**src/rtl/int_sequencer.sv**
```systemverilog
// Interrupt entry/exit sequencer: interrupts are taken at instruction boundaries.
// Each entry pushes the return PC onto a small shadow stack and vectors to the ISR; RETI pops it back.
module int_sequencer #(
  parameter int pcWidth   = 8,
  parameter int nestDepth = 2
) (
  input  logic                               clk,
  input  logic                               clr,
  input  logic                               intPending,
  input  logic [pcWidth-1:0]                 isrAddr,
  input  logic                               instrDone,
  input  logic [pcWidth-1:0]                 pc,
  input  logic                               retiReq,
  input  logic                               globalEn,
  output logic                               ldIntReg,
  output logic                               clrIntReg,
  output logic                               clrPend,
  output logic                               intDisable,
  output logic                               ldPc,
  output logic [pcWidth-1:0]                 pcOut,
  output logic                               stall,
  output logic                               inIsr,
  output logic [$clog2(nestDepth+1)-1:0]     depth,
  output logic                               retErr
);

  localparam int DW = $clog2(nestDepth + 1);
  // The stack is sized to the full index range so a depth-wide index never needs truncating.
  localparam int SN = 1 << DW;

  typedef enum logic [2:0] {FLUSH, RUN, SAVE, VECTOR, RESTORE} state_t;

  state_t             state_reg, state_next;
  logic [DW-1:0]      depth_reg;
  logic               ret_err_reg;
  logic [pcWidth-1:0] stack_mem [SN];
  logic [DW-1:0]      top_idx;
  logic               at_limit;
  logic               push;
  logic               reti_underflow;

  assign top_idx  = depth_reg - DW'(1);
  assign at_limit = (depth_reg == DW'(nestDepth));
  assign depth    = depth_reg;
  assign inIsr    = (depth_reg != '0);
  assign retErr   = ret_err_reg;

  always_ff @(posedge clk) begin
    if (clr) begin
      state_reg   <= FLUSH;
      depth_reg   <= '0;
      ret_err_reg <= 1'b0;
    end else begin
      state_reg   <= state_next;
      ret_err_reg <= reti_underflow;
      if (state_reg == SAVE)
        depth_reg <= depth_reg + DW'(1);
      else if (state_reg == RESTORE)
        depth_reg <= depth_reg - DW'(1);
    end
  end

  // Return addresses need no reset; depth alone says which entries are live.
  always_ff @(posedge clk) begin
    if (push)
      stack_mem[depth_reg] <= pc;
  end

  always_comb begin
    state_next     = state_reg;
    ldIntReg       = 1'b0;
    clrIntReg      = 1'b0;
    clrPend        = 1'b0;
    intDisable     = 1'b1;
    ldPc           = 1'b0;
    pcOut          = '0;
    stall          = 1'b1;
    push           = 1'b0;
    reti_underflow = 1'b0;
    case (state_reg)
      FLUSH: begin
        clrIntReg  = 1'b1;
        clrPend    = 1'b1;
        state_next = RUN;
      end
      RUN: begin
        ldIntReg   = 1'b1;
        stall      = 1'b0;
        intDisable = ~globalEn | at_limit;
        // RETI wins over a simultaneous interrupt; a stray RETI retires as a NOP.
        if (instrDone && retiReq) begin
          if (depth_reg != '0)
            state_next = RESTORE;
          else
            reti_underflow = 1'b1;
        end else if (instrDone && intPending && !intDisable) begin
          push       = 1'b1;
          state_next = SAVE;
        end
      end
      SAVE: begin
        state_next = VECTOR;
      end
      VECTOR: begin
        ldPc       = 1'b1;
        pcOut      = isrAddr;
        clrPend    = 1'b1;
        clrIntReg  = 1'b1;
        state_next = RUN;
      end
      RESTORE: begin
        ldPc       = 1'b1;
        pcOut      = stack_mem[top_idx];
        state_next = RUN;
      end
      default: begin
        state_next = FLUSH;
      end
    endcase
  end

endmodule
```
**config.mk**
```make
export PLATFORM = sky130hd
export DESIGN_NAME = int_sequencer
export DESIGN_NICKNAME = d
export VERILOG_FILES = /design/src/rtl/int_sequencer.sv
export SDC_FILE = /design/constraint.sdc
export NUM_CORES = 1
export LEC_CHECK = 0
export BUFFER_PORTS_ARGS = -buffer_cell sky130_fd_sc_hd__buf_4
export CORE_MARGIN = 2
export CORE_UTILIZATION = 59
export CTS_BUF_LIST = sky130_fd_sc_hd__clkbuf_4
export DETAILED_ROUTE_END_ITERATION = 6
export HOLD_SLACK_MARGIN = 0.02
export PLACE_DENSITY = 0.87
export RECOVER_POWER = 50
export SETUP_SLACK_MARGIN = 0.1
export SLEW_MARGIN = 40
export SYNTH_ARGS = -nofsm -noshare
export SYNTH_HDL_FRONTEND = slang
export SYNTH_SLANG_ARGS = --single-unit
```
**constraint.sdc**
```tcl
create_clock -name clk -period 3.45 [get_ports clk]
set_input_delay 0.345 -clock clk [delete_from_list [all_inputs] [get_ports clk]]
set_output_delay 0.345 -clock clk [all_outputs]
set_load 0.01 [all_outputs]
```
==> run summary <==
Share of cells above drive strength 1 = 30.5%
Crit Path Max Fanout = 14
Final hold vios = 0
Most used DFF post-synth = edfxtp_1
Hold_buf cts = 0
Diodes inserted = 0
Post-route insts no fill = 182
NumNets Final = 176
Worst Hold Depth = 2
Minimum clock period = 2.97 ns
Clock buffer count from CTS = 5
Max rail drop VDD = 0.000396 V
Critical R2R Launch = depth[0]
Drt pass-1 iters = 5
Top cells by count, synth = edfxtp_1, a32o_1, mux4_2
LEAKAGE = 0.758 nW
Yosys warnings = 0
Worst min path class = in2reg
Slowest-stage cell, CP = dfxtp_1
Hold_sp = clr
WP data arrival = 2.63 ns
Post_cts resized = 0
Final Slew Violations = 0
Initial antenna violation count = 0
Slew HR = 52.5%
Period utilization = 86.1%
Flop pwr share = 54.8%
Flops & latches, synth = 38
Int Power = 0.759 mW
Setup tns final = 0 ns
Fraction of power spent switching nets = 19.1%
CTS max path bufs = 2
CP delay by family, top = flip-flops
FMAX = 336 MHz
Starting Density = 61.7%
Gate power share = 5.2%
H-tree Lvls = 2
# IOs = 40
Number of flops mapped to enable cells by yosys = 32
GRT overflow = 0
Via Count = 1,080
Status = completed
Post-CTS setup buffers = 0
Clock power share = 40.0%
Yosys top cell by area = edfxtp_1
First-pass GRT wire length = 5.44 mm
CP endpoint kind = output port
Worst slew pin tran = 0.711 ns
Die X = 57.7 um
Final setup vio count = 0
Largest net degree at the start of global routing = 21
Ys async rst share = 0%
Area grow syn2layout = 21.6%
Global Route Usage Sum = 23.0%
Clock Skews = 0.00728 ns
Root buffer selected by CTS = clkbuf_4
Setup crit start kind = flip-flop
Area contributors post-synth = edfxtp_1, mux4_2, dfxtp_1
Core area = 2760 sq um
Final Routed Wirelength = 3.39 mm
Most frequent cell after synthesis = edfxtp_1
Clk pin slew, worst setup/hold paths = 0.12 ns
Final ANT Viol Nets = 0
Reg2Reg Setup Slack = 1.05 ns
Pwr per Cell Area = 454 nW/um^2
Mapped cell area = 1700 sq um
Crit Path Class = reg2out
R2r endpoint = stack_mem[0][2]
# rows = 19
Yosys top cell area share = 56.5%
DR WL/cell = 18.6 um
Cells after Synth = 105
Chip height = 57.7 um
DRC viols = 0
Net Sw Power = 0.179 mW
Die area = 3330 sq um
Post-synthesis cell type count = 33
Crit path largest cell delay = 0.77 ns
Fin util = 75.0%
Worst reg2reg path depth = 5
Max Cap Viol = 0
Max FFs per register = 32
CTS Sinks = 38
Final HPWL DP = 2.35 mm
CP Cell Sequence = inv_1 -> ha_1 -> mux4_2 -> a32o_1 -> buf_4
CTS tree = yes
Post-synthesis sequential area ratio = 63.6%
Unrepaired setup endpoints after global routing = no
Via/cell ratio = 5.93
Worst Hold End = retErr
I/O Buffers = 39
Critical Path RT = 3.11 ns
Number of DRC markers in iteration 0 = 51
Worst skew pair latency = 0.34 ns
Vias in the first global route = 1,092
Inst Count DP = 174
GPL Wtd Cong = 0.743
Syn Area/Cell = 16.2 sq um
Worst path bufs/invs = 2
[per-stage QoR]
stage | hold slack [ns] | area, sq um | worst slack, ns | power [mW]
CTS | 0.184 | 2110 | 0.426 | 0.950
finish | 0.205 | 2070 | 0.478 | 0.938
global route | 0.192 | 2070 | 0.282 | 0.969
global placement | 0.541 | 2010 | 0.893 | 0.575
detailed placement | 0.551 | 2010 | 0.801 | 0.579
floorplan | 0.414 | 1730 | 1.38 | 0.543
[area by class of cell]
class | instances | area, sq um
clock buffers | 5 | 37.5
clock inverters | 3 | 68.8
fillers | 192 | 689
inverters | 5 | 18.8
multi-input cells | 61 | 576
flip-flops and latches | 38 | 1080
well taps | 31 | 38.8
repair buffers | 39 | 248
[cell families (layout without fill, tap and decap cells)]
logic type                 Yosys count  count (layout)  share of synthesized area, %
DFF                                 38              38                          63.6
and+or+nand+nor                     22              22                          9.27
AOI/OAI and AO/OA                   18              18                          8.54
buffers and inverters               13              52                          4.12
muxes                                8               8                          10.8
adders and majority gates            4               4                          2.94
other                                1               8                         0.221
xor gates and xnor gates             1               1                         0.515
[worst max path at each step]
| stage | from | depth (start not counted) | slack (ns) | endpoint |
|---|---|---|---|---|
| final | depth[0] | 5 | 0.48 | pcOut[3] |
| after global routing | depth[0] | 5 | 0.28 | pcOut[2] |
| after CTS | depth[0] | 5 | 0.43 | pcOut[3] |
| after detailed placement | depth[0] | 5 | 0.80 | pcOut[3] |
| after floorplan | depth[0] | 6 | 1.38 | pcOut[0] |
| after global placement | depth[0] | 5 | 0.89 | pcOut[1] |
[placed cells by master, fill, tap and decap left out, drive strengths merged]
cell,n
edfxtp,32
buf,27
clkbuf,17
a32o,8
conb,8
mux4,8
dfxtp,6
inv,5
nor3b,5
ha,4
and2,4
o21ai,3
nor2b,2
nand2,2
a21oi,2
nor4b,2
bufinv,2
nor2,1
and3b,1
a21o,1
nand4bb,1
nor4bb,1
or2,1
nand3b,1
o21bai,1
a31oi,1
a221oi,1
xnor2,1
or3,1
o21ba,1
clkinv,1
[per-layer routing]
layer,track usage [%],up-vias,share of wire [%]
li1,-,498,-
met1,29.0,532,40
met2,38.1,46,53
met3,7.37,4,6.3
met5,0,-,0
met4,7.31,0,0.77
[power groups by stage]
stage / Clock (mW) / Sequential, mW / Combinational [mW]
finish: 0.375 / 0.514 / 0.0489
global route: 0.399 / 0.516 / 0.0532
CTS: 0.382 / 0.515 / 0.0535
detailed placement: 0 / 0.525 / 0.0533
global placement: 0 / 0.524 / 0.0512
floorplan: 0 / 0.520 / 0.0230
No activity file was read; power rests on OpenSTA's default activity.
